[config.mk]
export PLATFORM = sky130hd
export DESIGN_NAME = regfile_debug_master
export DESIGN_NICKNAME = d
export VERILOG_FILES = /design/src/rtl/riscv_pkg.sv /design/src/rtl/regfile_debug_master.sv
export SDC_FILE = /design/constraint.sdc
export NUM_CORES = 1
export LEC_CHECK = 0
export ABC_AREA = 1
export ABC_CLOCK_PERIOD_IN_PS = 2300
export CAP_MARGIN = 30
export CELL_PAD_IN_SITES_DETAIL_PLACEMENT = 2
export CELL_PAD_IN_SITES_GLOBAL_PLACEMENT = 2
export CORE_AREA = 2 2 164 118
export CTS_CLUSTER_DIAMETER = 40
export DETAILED_ROUTE_END_ITERATION = 6
export DIE_AREA = 0 0 166 120
export GPL_ROUTABILITY_DRIVEN = 0
export PLACE_DENSITY_LB_ADDON = 0.2
export SLEW_MARGIN = 25
export SYNTH_ARGS = -nofsm -noshare
export SYNTH_HDL_FRONTEND = slang
export SYNTH_SLANG_ARGS = --single-unit
[constraint.sdc]
create_clock -name clk_i -period 2.3 [get_ports clk_i]
set_input_delay 0.575 -clock clk_i [delete_from_list [all_inputs] [get_ports clk_i]]
set_output_delay 0.575 -clock clk_i [all_outputs]
set_load 0.05 [all_outputs]
[src/rtl/riscv_pkg.sv]
// riscv_pkg: shared definitions for the multicycle RISC-V core and its debug side.
//   XLEN / XWIDTH  data width and register-address width
//   NUM_REGS       architectural register count (x0..x31)
//   dbg_state_e    state encoding of the register-file debug master
//   dbg_req_t      request fields latched by the debug master at acceptance
package riscv_pkg;

    localparam int XLEN     = 32;
    localparam int XWIDTH   = 5;
    localparam int NUM_REGS = 32;

    typedef enum logic [2:0] {
        DM_IDLE,
        DM_ACCESS,
        DM_RESP,
        DM_DUMP
    } dbg_state_e;

    typedef struct packed {
        logic              write;
        logic [XWIDTH-1:0] addr;
        logic [XLEN-1:0]   wdata;
    } dbg_req_t;

endpackage

[src/rtl/regfile_debug_master.sv]
// regfile_debug_master: initiator side of the register-file debug access channel.
// Lets a host read and write x0..x31 over a valid/ready request/response pair while
// the core is halted. Drives the register-file port that the core top muxes in when halted.
//
// Optional feature: define REGFILE_DUMP_EN to add a bulk dump of all 32 registers
// started by dump_i. Without it dump_i is ignored.
//
// Ports:
//   clk_i, rst_i                   clock, asynchronous active-high reset
//   halted_i                       core halted; requests only succeed while high
//   req_valid_i / req_ready_o      request handshake (ready only in IDLE)
//   req_write_i, req_addr_i,
//   req_wdata_i                    request fields, latched at acceptance
//   dump_i                         start bulk dump (REGFILE_DUMP_EN builds)
//   rsp_valid_o / rsp_ready_i      response handshake
//   rsp_rdata_o, rsp_err_o,
//   rsp_last_o                     response payload
//   rf_rd_addr_o / rf_rd_data_i    register-file read port (combinational data)
//   rf_wr_addr_o, rf_wr_data_o,
//   rf_wr_en_o                     register-file write port, enable is a 1-cycle pulse
//   busy_o                         FSM not in IDLE
module regfile_debug_master
    import riscv_pkg::*;
(
    input  logic              clk_i,
    input  logic              rst_i,
    input  logic              halted_i,
    input  logic              req_valid_i,
    output logic              req_ready_o,
    input  logic              req_write_i,
    input  logic [XWIDTH-1:0] req_addr_i,
    input  logic [XLEN-1:0]   req_wdata_i,
    input  logic              dump_i,
    output logic              rsp_valid_o,
    input  logic              rsp_ready_i,
    output logic [XLEN-1:0]   rsp_rdata_o,
    output logic              rsp_err_o,
    output logic              rsp_last_o,
    output logic [XWIDTH-1:0] rf_rd_addr_o,
    input  logic [XLEN-1:0]   rf_rd_data_i,
    output logic [XWIDTH-1:0] rf_wr_addr_o,
    output logic [XLEN-1:0]   rf_wr_data_o,
    output logic              rf_wr_en_o,
    output logic              busy_o
);

    dbg_state_e      state_q, state_d;
    dbg_req_t        req_q, req_d;
    logic [XLEN-1:0] rdata_q, rdata_d;
    logic            err_q, err_d;
    logic            last_q, last_d;

`ifdef REGFILE_DUMP_EN
    logic [XWIDTH-1:0] idx_q, idx_d;   // register currently being dumped
    logic              beat_q, beat_d; // current dump beat is on the response channel
`else
    logic unused_dump;
    assign unused_dump = dump_i;
`endif

    // ------------------------------------------------------------------
    // State and response registers
    // ------------------------------------------------------------------
    // NOTE: sequential state uses non-blocking assignments so every register
    // samples the pre-edge values regardless of statement order.
    always_ff @(posedge clk_i or posedge rst_i) begin
        if (rst_i) begin
            state_q <= DM_IDLE;
            req_q   <= '0;
            rdata_q <= '0;
            err_q   <= 1'b0;
            last_q  <= 1'b0;
`ifdef REGFILE_DUMP_EN
            idx_q   <= '0;
            beat_q  <= 1'b0;
`endif
        end else begin
            state_q <= state_d;
            req_q   <= req_d;
            rdata_q <= rdata_d;
            err_q   <= err_d;
            last_q  <= last_d;
`ifdef REGFILE_DUMP_EN
            idx_q   <= idx_d;
            beat_q  <= beat_d;
`endif
        end
    end

    // ------------------------------------------------------------------
    // Next-state and next-response logic
    // ------------------------------------------------------------------
    // NOTE: every variable gets a hold default before the case statement so no
    // path can leave it unassigned and infer a latch.
    always_comb begin
        state_d = state_q;
        req_d   = req_q;
        rdata_d = rdata_q;
        err_d   = err_q;
        last_d  = last_q;
`ifdef REGFILE_DUMP_EN
        idx_d   = idx_q;
        beat_d  = beat_q;
`endif

        case (state_q)
            DM_IDLE: begin
`ifdef REGFILE_DUMP_EN
                // A dump request wins over a pending single access.
                if (dump_i) begin
                    rdata_d = '0;
                    if (halted_i) begin
                        state_d = DM_DUMP;
                        idx_d   = '0;
                        beat_d  = 1'b0;
                        err_d   = 1'b0;
                        last_d  = 1'b0;
                    end else begin
                        state_d = DM_RESP;
                        err_d   = 1'b1;
                        last_d  = 1'b1;
                    end
                end else
`endif
                if (req_valid_i) begin
                    req_d.write = req_write_i;
                    req_d.addr  = req_addr_i;
                    req_d.wdata = req_wdata_i;
                    rdata_d     = '0;
                    last_d      = 1'b1;
                    // A request while running is answered with an error and never
                    // touches the register file.
                    if (halted_i) begin
                        state_d = DM_ACCESS;
                        err_d   = 1'b0;
                    end else begin
                        state_d = DM_RESP;
                        err_d   = 1'b1;
                    end
                end
            end

            DM_ACCESS: begin
                // halted_i is not re-checked: once started, the access completes.
                rdata_d = req_q.write ? '0 : rf_rd_data_i;
                state_d = DM_RESP;
            end

            DM_RESP: begin
                if (rsp_ready_i) begin
                    state_d = DM_IDLE;
                end
            end

`ifdef REGFILE_DUMP_EN
            DM_DUMP: begin
                if (!beat_q) begin
                    // Fetch cycle for the next beat; losing halt turns it into
                    // a terminating error beat served from RESP.
                    if (!halted_i) begin
                        state_d = DM_RESP;
                        rdata_d = '0;
                        err_d   = 1'b1;
                        last_d  = 1'b1;
                    end else begin
                        rdata_d = rf_rd_data_i;
                        last_d  = (idx_q == XWIDTH'(NUM_REGS - 1));
                        beat_d  = 1'b1;
                    end
                end else if (rsp_ready_i) begin
                    beat_d = 1'b0;
                    if (last_q) begin
                        state_d = DM_IDLE;
                    end else begin
                        idx_d = idx_q + 1'b1;
                    end
                end
            end
`endif

            default: begin
                state_d = DM_IDLE;
            end
        endcase
    end

    // ------------------------------------------------------------------
    // Outputs
    // ------------------------------------------------------------------
    // Ready is masked during reset so every output reads 0 while rst_i is high.
    assign req_ready_o = (state_q == DM_IDLE) && !rst_i;

`ifdef REGFILE_DUMP_EN
    assign rsp_valid_o  = (state_q == DM_RESP) || ((state_q == DM_DUMP) && beat_q);
    assign rf_rd_addr_o = (state_q == DM_DUMP) ? idx_q : req_q.addr;
`else
    assign rsp_valid_o  = (state_q == DM_RESP);
    assign rf_rd_addr_o = req_q.addr;
`endif

    assign rsp_rdata_o  = rsp_valid_o ? rdata_q : '0;
    assign rsp_err_o    = rsp_valid_o && err_q;
    assign rsp_last_o   = rsp_valid_o && last_q;

    // Decoded straight from the state register so an asynchronous reset
    // removes a pending write enable immediately.
    assign rf_wr_en_o   = (state_q == DM_ACCESS) && req_q.write;
    assign rf_wr_addr_o = req_q.addr;
    assign rf_wr_data_o = req_q.wdata;

    assign busy_o       = (state_q != DM_IDLE);

endmodule

**After elaboration in Yosys (flattened, before gate mapping)**

Cells that the tools add are included.
W data, S select, Z words.

- $add $sub $neg: 0
- Multipliers: 0
- Divide/modulo/power cells: 0
- Order comparisons: 0
- Equality and inequality tests: 4
- Shift operators: 0
- Muxes and demuxes: 9
- Bitwise operators: 0
- Reduce and logical (&&, ||, !) cells: 11

Operators with widths:

| cell | count |
|---|---|
| $mux W32 | 3 |
| $pmux W32 S2 | 1 |
| $pmux W3 S3 | 1 |
| $mux W3 | 2 |
| $reduce_and A2 Y1 | 3 |
| $logic_and A1 B1 Y1 | 4 |
| $eq A3 B1 Y1 const B | 1 |
| $eq A3 B2 Y1 const B | 1 |
| $logic_not A3 Y1 | 1 |
| $reduce_bool A3 Y1 | 1 |
| $mux W2 | 1 |
| $ne A2 B1 Y1 const B | 1 |
| $ne A2 B2 Y1 const B | 1 |
| $reduce_bool A2 Y1 | 1 |
| $logic_not A1 Y1 | 1 |
| $mux W1 | 1 |

- Register bits after elaboration: 75
- Latch bits: 0
- Bits in writable memories: 0
- Bits in read-only memories: 0
- Input bits: 76
- Memories: 0

**Depth between registers and ports, before layout**

- Depth in word-level cells: 3
- Gate-level depth with buffers: 6
- Depth with buffers taken out: 5

**Least setup slack after synthesis**

OpenSTA, ideal clock, no wires.

- Path type: reg-to-output
- Start point: register state_q[0]
- End point: output rsp_rdata_o[10]
- Data arrival time: 1.894 ns
- Required time: 1.725 ns
- Slack: -0.169 ns
- Cell stages (with the launch flop): 5
- Cell sequence: dfrtp_1 nor2_2 inv_2 buf_2 nor2_1

- Cells in the longest elaborated chain, start to end: 2

RTL lines:

| item | line | source |
|---|---|---|
| start: declaration | regfile_debug_master.sv:47 | `dbg_state_e state_q, state_d;` |
| start signal: assignment | regfile_debug_master.sv:78 | `state_q <= state_d;` |
| $eq A3 B2 Y1 | regfile_debug_master.sv:197 | `assign rsp_valid_o = (state_q == DM_RESP);` |
| via rsp_valid_o | regfile_debug_master.sv:34 | `output logic rsp_valid_o,` |
| $mux W32 | regfile_debug_master.sv:201 | `assign rsp_rdata_o = rsp_valid_o ? rdata_q : '0;` |
| end: declaration | regfile_debug_master.sv:36 | `output logic [XLEN-1:0] rsp_rdata_o,` |

The timed path passes the listed nets, and every way through them passes these cells.

**Worst setup path after layout**

- Start point: register state_q[0]
- End point: output rsp_rdata_o[29]

- Cells in the longest elaborated chain, start to end: 2

RTL lines:

| item | line |
|---|---|
| $eq A3 B2 Y1 | regfile_debug_master.sv:197 |
| $mux W32 | regfile_debug_master.sv:201 |

No other way between the ends.

==> summary by stage <==
Worst setup path
The worst register-to-register path begins at state_q[1]$_DFFE_PP0P_. The startpoint class of the critical path is a flop. Data on the critical path arrives at its endpoint at 1.65 ns. STA classifies the critical path endpoint as an output pin. The data required time of the worst path is 1.73 ns. By startpoint and endpoint, the worst setup path is classified as reg2out. The largest driver fanout on the critical path is 34.

The source of the critical timing path is state_q[0]$_DFFE_PP0P_.

Power and ir drop
Dividing total power by cell area gives a power density of 936 mW/mm^2. Of the total power, registers draw 0.302. The analysis attributes to cell leakage a power of 2.92 nW. Of the total power, the share spent switching nets is 0.406.

The internal power summed over all cells is 3.38 mW. The proportion of power drawn by combinational gates is 0.424. The clock network fraction of total power is 0.274. VDD sags by at most 0.000431 V. The analysis attributes to net switching a power of 2.32 mW.

Clocking
The hold-fix buffer count after cts is 0. TritonCTS created 9 clock buffers. The tree is rooted in a clkbuf_16. The CTS tree is built.

The source-to-sink clock delay at the later pin of the worst-skew pair is 0.34 ns. Counting along the longest clock path gives a buffer depth of 2. The clock-pin slew on the worst setup and hold paths is 0.06 ns.

The clock sink count is 74. The maximum level of the CTS H-tree is 3.

Timing
For this run, the top clock speed supported by timing is 450 MHz. The number of failing setup endpoints in the final timing report is 0. The final number of hold-violating endpoints is 0. Setup repair after global routing left no endpoint under its margin.

The post-route fraction of the period consumed by the critical path is 0.966. The final sum of negative setup slack is 0 ns. The smallest clock period supported by the final layout is computed as 2.22 ns. The slew at the pin with the worst max-slew slack is 0.610 ns.

The clock tree skew after final layout is 0.00784 ns. The worst hold-check slack is 0.471 ns. The relative max-transition margin is 0.593. The total count of max-transition violations in the final report came to 0.

Detailed routing
The routed wirelength normalized by instance count is 14.6 um. The post-detailed-route via-to-cell ratio is 4.05. The number of DRC violations after detailed-routing iteration 0 is 106. For this run, the detailed router's first-pass iteration total came to 4. The final route contains 3,501 vias. The remaining number of nets flagged by the antenna check after routing is 0. The routed wire length is 12,600 um. After detailed routing, the number of remaining DRC violations is 0.

GRT
The total congestion overflow after global routing is 0. The aggregate global-route resource usage is 0.134. The number of antenna violations at the first check in global routing is 0. Entering global routing, the biggest net connects 40 pins. The first-pass GRT wire length is 21,300 um. The number of global-route vias before repair is 3,988.

Logic synthesis
For this run, the number of Yosys warnings is 0. The synthesized design contains 74 register bits. The total standard cell area after synthesis is 0.00379 sq mm. The count of distinct cell types in the synthesized netlist is 12. The average instance in the mapped netlist occupies 7.38 sq um. The gate count after technology mapping is 513. The number of nets handed over by synthesis was 589. The share of the Yosys chip area taken by registers is 0.489.

Cells and area
The number of nets in the final layout is 693. The area growth from synthesis to layout is 60.7%. The layout has 2,049 filler cells. The number of antenna diodes in the final layout is 0. Summing all non-filler instances in the final layout gives an area of 0.00609 sq mm. Of the cells placed in the final design, the portion with a size suffix greater than 1 is 0.162. Excluding fillers, the count of instances in the completed layout stands at 864.

Hold path
In this run the most critical hold path is launched from last_q$_DFFE_PP0P_. The min-delay analysis places its worst path in the category reg2reg.

Floorplan
The initial utilization of the core area, before any placement, comes to 0.205. The chip width is 166 um. The I/O pin count is 156. In this run the standard cell core region covers 0.0184 sq mm. The floorplan has 42 rows.

The overall die height is 120 um. The die covers 0.0199 sq mm.

Placement
The post-DP HPWL is 8980 um. In this run the cell area measured after placement is 0.00565 sq mm. The count of buffers added on input and output ports is 154. The instance count after placement with tap cells included is 848.

Outcome
The flow ran to the end, and the final reports show no timing, DRC or antenna violations.

Run
The max-capacitance violation count is 0.
==> flip-flops by register name, indices dropped and copies added (netlist names) <==
register and cells:
rdata_q 32, last_q 1, state_q 2, req_q 1, rf_rd_addr_o 5, rf_wr_data_o 32
err_q 1
==> final timing paths <==
path | to | slack, ns | cells after the start
min | last_q$_DFFE_PP0P_ | 0.47 | 2
max in group asynchronous | rdata_q[1]$_DFFE_PP0P_ | 1.11 | 3
min reg2reg | last_q$_DFFE_PP0P_ | 0.47 | 2
max reg2reg | rdata_q[9]$_DFFE_PP0P_ | 0.60 | 6
max | rsp_rdata_o[29] | 0.08 | 4
min in group asynchronous | rf_rd_addr_o[4]$_DFFE_PP0P_ | 0.65 | 2
==> worst max-delay path, stage by stage, from the launching register on <==
cell and delay [ns]:
dfrtp_1 0.47, nor2_4 0.18, bufinv_16 0.26, nor2_1 0.22, buf_12 0.17
==> synthesized netlist by cell type <==
| cell | number | share of area |
|---|---|---|
| nand3_1 | 71 | 0.094 |
| buf_2 | 23 | 0.030 |
| inv_2 | 4 | 0.0040 |
| nor2_1 | 69 | 0.068 |
| dfrtp_1 | 74 | 0.49 |
| clkbuf_1 | 6 | 0.0059 |
| nor2_2 | 2 | 0.0033 |
| nand2_1 | 149 | 0.15 |
| nand3b_1 | 1 | 0.0020 |
| inv_1 | 71 | 0.070 |
| nand2_2 | 1 | 0.0017 |
| buf_4 | 42 | 0.083 |
==> through the flow <==
| step | setup slack [ns] | power (mW) | util |
|---|---|---|---|
| 6_report | 0.0778 | 5.70 | 0.330 |
| 3_3_place_gp | 0.189 | 4.09 | 0.307 |
| 4_1_cts | -0.0153 | 5.77 | 0.325 |
| 2_1_floorplan | -0.169 | 3.46 | - |
| 5_1_grt | 0.0168 | 6.02 | 0.330 |
| 3_5_place_dp | 0.127 | 4.15 | 0.307 |
==> logic make-up (layout without fill, tap and decap cells) <==
family,count (synthesis),in the layout,synth area share
flip-flops,74,74,0.489
AND/OR/NAND/NOR,293,293,0.317
buffers and inverters,146,255,0.194
==> power groups by stage <==
| stage | logic, mW | registers [mW] | clock network [mW] |
|---|---|---|---|
| 6_report | 2.42 | 1.72 | 1.56 |
| 3_5_place_dp | 2.40 | 1.75 | 0 |
| 3_3_place_gp | 2.36 | 1.73 | 0 |
| 5_1_grt | 2.59 | 1.76 | 1.67 |
| 2_1_floorplan | 1.77 | 1.70 | 0 |
| 4_1_cts | 2.42 | 1.73 | 1.62 |
==> routing by layer <==
layer / routed length [um] / up-vias / part of all wire / global-route usage
li1: - / 1684 / - / -
met1: 5840 / 1728 / 0.46 / 0.171
met2: 6050 / 79 / 0.48 / 0.224
met3: 587 / 10 / 0.047 / 0.0376
met4: 140 / 0 / 0.011 / 0.0375
met5: 0 / - / 0 / 0
==> layout make-up <==
cell class / instances / area [sq um] / share of cell area
Inverter: 75 / 312 / 0.0512
Clock inverter: 6 / 88.8 / 0.0146
Multi-Input combinational cell: 293 / 1280 / 0.211
Timing Repair Buffer: 164 / 2010 / 0.330
Sequential cell: 74 / 1850 / 0.304
Clock buffer: 10 / 239 / 0.0393
Tap cell: 242 / 303 / 0.0498
==> cells in the final DEF, fill, tap and decap left out, types with 2 or more instances in the layout <==
cell,instances
nor2_1,40
clkdlybuf4s50_1,116
clkbuf_16,9
clkinvlp_4,3
buf_12,39
nand2_1,149
buf_4,9
nor2_4,2
nor2_2,29
inv_1,70
bufinv_16,3
nand3_1,71
dfrtp_1,74
inv_2,3
==> what timing repair did <==
| item | CTS | global route |
|---|---|---|
| gates resized for setup | 6 | 30 |
| pin swaps | 0 | 0 |
| endpoints found under the setup margin | 34 | 34 |
| buffers inserted | 0 | 0 |
Power figures use the tool's default switching activity.
==> variant 1: new RTL, same flow settings <==
The 4 states of `dbg_state_e` get a Gray code encoding in 2 bits.
--- a/src/rtl/riscv_pkg.sv
+++ b/src/rtl/riscv_pkg.sv
@@ -11,7 +11,7 @@
 
-    typedef enum logic [2:0] {
-        DM_IDLE,
-        DM_ACCESS,
-        DM_RESP,
-        DM_DUMP
+    typedef enum logic [1:0] {
+        DM_IDLE   = 2'b00,
+        DM_ACCESS = 2'b01,
+        DM_RESP   = 2'b11,
+        DM_DUMP   = 2'b10
     } dbg_state_e;
Formal check against the unedited RTL: same outputs for any inputs over 10 cycles, from zero or initial values and one cycle with rst_i high; not proved beyond that.
==> variant 1 against the unedited design <==
  * Global-route usage down 1.1 points
  * Area after synthesis down 5.7%
  * Combinational power up 91%
  * Final area down 6.2%
  * Hold slack worse by 0.013 ns
  * Sequential cell count unchanged
  * Die area unchanged
  * Total power up 45%
  * Routed wire length down 8.0%
  * Worst setup slack better by 0.095 ns
  * Count of clock-buffer cells in the layout up 2
  * Via count down 12%
  * Critical path depth down 3
  * Synthesized cell count down 15%
  * Critical path type unchanged
  * Critical endpoint is now rf_rd_addr_o[2]
  * Highest routed layer unchanged
==> variant 1: results (changes against the unedited design) <==
grt_pass1_wl_microns: 19410  # -8.7%
syn-num-nets: 514  # -13%
dp_cells: 778  # -8.3%
cp_slowest_cell: "clkdlybuf4s50_1"
fillers: 2053  # +0.20%
antenna_cells: 0  # unchanged
r2r-end: "rf_wr_data_o[1]"
leakagePower_nw: 2.678  # -8.2%
relSlewSlack_pct: 46.58  # -13 points
finClkSkew_ns: 0.004588  # -0.003249 ns
hold_depth: 2  # unchanged
grt_max_degree: 75  # +88%
ys_types: 16  # +4
yosysWarnings: 0  # unchanged
io_buffers: 154  # unchanged
crit_path_max_fanout: 3  # -91%
grt_use_total_pct: 12.31  # -1.1 points
outcome: "finished, final reports clean"
viasPerCell: 3.873  # -4.4%
yosys-top-cells-area: "dfrtp_1 52%, nand2_1 19%, buf_4 10%"
arrival_ns: 1.55  # -0.10 ns
p_per_area_nw_per_um2: 1444  # +54%
crit_family: "buffers and inverters"
ys_seq_area_share_pct: 51.84  # +2.9 points
synthTopCellsByCount: "177 x nand2_1, 74 x dfrtp_1, 48 x buf_4"
vias: 3075  # -12%
ff2ff_path_depth: 6  # unchanged
antenna_found_initial: 0  # unchanged
synth_area_per_cell_sq_um: 8.156  # +11%
worstHoldPathType: "reg -> reg"
cts_root_buffer: "clkbuf_16"
drtIter0Drc: 112  # +5.7%
firstDrtPassIters: 4  # unchanged
synth_ff_type: "dfrtp_1"
final_nets: 623  # -10%
clk_pin_slew_ns: 0.06  # about the same
ir_worst_vdd_mv: 0.4812  # +12%
synthArstFlopShare_pct: 100.0  # unchanged
cts_max_path_buffers: 2  # unchanged
drive_gt1_share_pct: 14.49  # -1.7 points
holdPathEnd: "last_q"
postPlaceCellArea_sq_um: 5403  # -4.4%
dpl.hpwl_microns: 8166  # -9.0%
reg2reg_slack_ns: 0.71  # +0.11 ns
clk_latency_ns: 0.33
wirelength_microns: 11610  # -8.0%
htreeDepth: 3  # unchanged
numCtsBuffers: 9  # unchanged
first_global_vias: 3616  # -9.3%
reg2reg_from: "state_q[0]"
hp-start: "last_q"
critical_path.max_stage_delay_ns: 0.84  # +0.37 ns
## variant 1: cell types whose count changed in the layout (fill, tap and decap cells not counted), moves of 2 or more
cell             before  now
nand3_1              71   29
inv_1                70   39
nor2_2               29    0
nand2_1             149  177
nand3_2               0   10
nor2_1               40   37
bufinv_16             3    1
clkdlybuf4s50_1     116  114
inv_2                 3    1
## variant 1: worst max path at each step
stage                               start         endpoint  slack [ns]  cells after the start
after global placement              rst_i      req_ready_o        0.30                      3
after detailed placement            rst_i      req_ready_o        0.31                      3
after floorplan                state_q[0]      req_ready_o        0.04                      5
after CTS                      state_q[0]   rsp_rdata_o[3]        0.02                      4
final                     rf_rd_addr_o[2]  rf_rd_addr_o[2]        0.17                      1
after global routing           state_q[1]   rsp_rdata_o[3]        0.06                      4
## variant 1: final cells by class
class	instances	area share [%]
timing repair buffer	162	34.79
clock buffer	12	4.492
multi-input combinational	259	19.33
tap	242	5.302
inverter	41	2.761
sequential	74	32.45
clock inverter	4	0.8764
## variant 1: cell families (layout without fill, tap and decap cells)
kind of cell / after synthesis / in the layout / synth area share [%]
buffers and inverters: 105 / 219 / 17.27
DFF: 74 / 74 / 51.84
and+or+nand+nor: 256 / 256 / 30.16
AOI/OAI and AO/OA: 3 / 3 / 0.7354
## variant 1: metrics by stage
stage               setup slack (ns)  power, mW  hold slack, ns
CTS                          0.02049      8.444          0.4680
detailed placement            0.3091      6.924          0.4520
finish                        0.1724      8.246          0.4579
floorplan                    0.03687      5.565          0.4225
global route                 0.06474      8.816          0.4778
global placement              0.3043      6.802          0.4370
## variant 1: per-layer routing
metal / wire length, microns / GRT usage (%) / vias up
li1: - / - / 1480
met1: 4966 / 14.72 / 1520
met3: 587 / 3.793 / 7
met2: 5958 / 21.68 / 68
met5: 0 / 0 / -
met4: 97 / 2.935 / 0
## variant 1: power by group
group | leakage (nW) | switching, mW | internal [mW]
Sequential | 0.937 | 0.335 | 1.84
Combinational | 1.60 | 3.04 | 1.58
Clock | 0.145 | 0.554 | 0.898
## variant 1: worst register-to-register path: stages (launching register included)
cell	delay [ns]
dfrtp_2	0.47
nor2_4	0.13
buf_4	0.26
nand2_2	0.13
buf_4	0.30
nand2_1	0.13
nand2_1	0.06
## variant 1: what timing repair did
| action | 4_1_cts | 5_1_grt |
|---|---|---|
| setup endpoints to repair | 0 | 10 |
| resized for setup | 0 | 1 |
| setup buffers | 0 | 0 |
==> variant 2: new RTL, same flow settings <==
Without the edit above. `XLEN`: 32 -> 36.
--- a/src/rtl/riscv_pkg.sv
+++ b/src/rtl/riscv_pkg.sv
@@ -7,3 +7,3 @@
 
-    localparam int XLEN     = 32;
+    localparam int XLEN     = 36;
     localparam int XWIDTH   = 5;
Ports: changed (resized req_wdata_i, rf_rd_data_i, rf_wr_data_o and rsp_rdata_o); port bits go from 156 to 172. No check against the original RTL was run, so the function may have changed too.
==> variant 2 against the unedited design <==
  * Non-clock buffer count rose by 14
  * Sequential power rose by 10%
  * Routed wire length rose by 8.6%
  * Sequential cell count rose by 8
  * Total power rose by 5.0%
  * Final area rose by 0.78%
  * Area after synthesis rose by 14%
  * Worst setup slack improved by 0.040 ns
  * Critical path type unchanged
  * Largest power group unchanged
==> variant 2: results (changes against the unedited design) <==
cp-endpoint: "rsp_rdata_o[12]"
met1_length_microns: 6094  # +4.3%
use_met2_pct: 25.54  # +3.1 points
netlist_instances: 567  # +11%
first_global_vias: 4455  # +12%
grt_use_total_pct: 14.48  # +1.1 points
route.met3.wl_microns: 677  # +15%
dr_wl_met2_microns: 6700  # +11%
outcome: "finished, final reports clean"
ys_types: 14  # +2
cts_resized: 1  # -5
drtIter0Drc: 120  # +13%
critical_path.max_stage_delay_ns: 0.40  # -0.07 ns
finClkSkew_ns: 0.006034  # -0.001803 ns
fin_cells: 926  # +7.2%
ir_worst_vdd_mv: 0.3276  # -24%
r2r-end: "rdata_q[11]"
reg2reg_slack_ns: 0.80  # +0.20 ns
grtUsageMet3_pct: 4.255  # +0.49 points
grt_util_met1_pct: 17.12  # +0.046 points
arrival_ns: 1.61  # -0.04 ns
syn-num-nets: 651  # +11%
crit_path_max_fanout: 27  # -21%
worstMarginPinSlew_ns: 0.8097  # +0.1999 ns
grt_pass1_wl_microns: 22930  # +7.9%
leakagePower_nw: 3.079  # +5.6%
dpl.hpwl_microns: 9641  # +7.4%
synthTopCellsByCount: "163 x nand2_1, 82 x dfrtp_1, 80 x inv_1"
grt_max_degree: 45  # +13%
## variant 2: power breakdown
part	internal [mW]	switching, mW
Combinational	0.797	1.72
Sequential	1.73	0.168
Clock	0.954	0.611
Total	3.48	2.50
## variant 2: through the flow
| step | util [%] | setup WS [ns] |
|---|---|---|
| 6_report | 33.25 | 0.1182 |
| 2_1_floorplan | - | -0.03844 |
| 3_3_place_gp | 31.50 | 0.3208 |
| 5_1_grt | 33.25 | 0.001102 |
| 4_1_cts | 33.25 | 0.04124 |
| 3_5_place_dp | 31.50 | 0.3141 |
## variant 2: area by class of cell
class                           instances  share of cell area [%]
Clock buffer                           10                   3.733
Clock inverter                          6                   1.489
Inverter                               83                   5.182
Multi-Input combinational cell        325                   23.24
Sequential cell                        82                   33.48
Tap cell                              242                   4.937
Timing Repair Buffer                  178                   27.95
## variant 2: cells by family (layout without fill, tap and decap cells)
kind of cell	count (synthesis)	count (layout)	share of synthesized area [%]
buffers and inverters	160	277	19.68
and+or+nand+nor	325	325	32.92
DFF	82	82	47.40
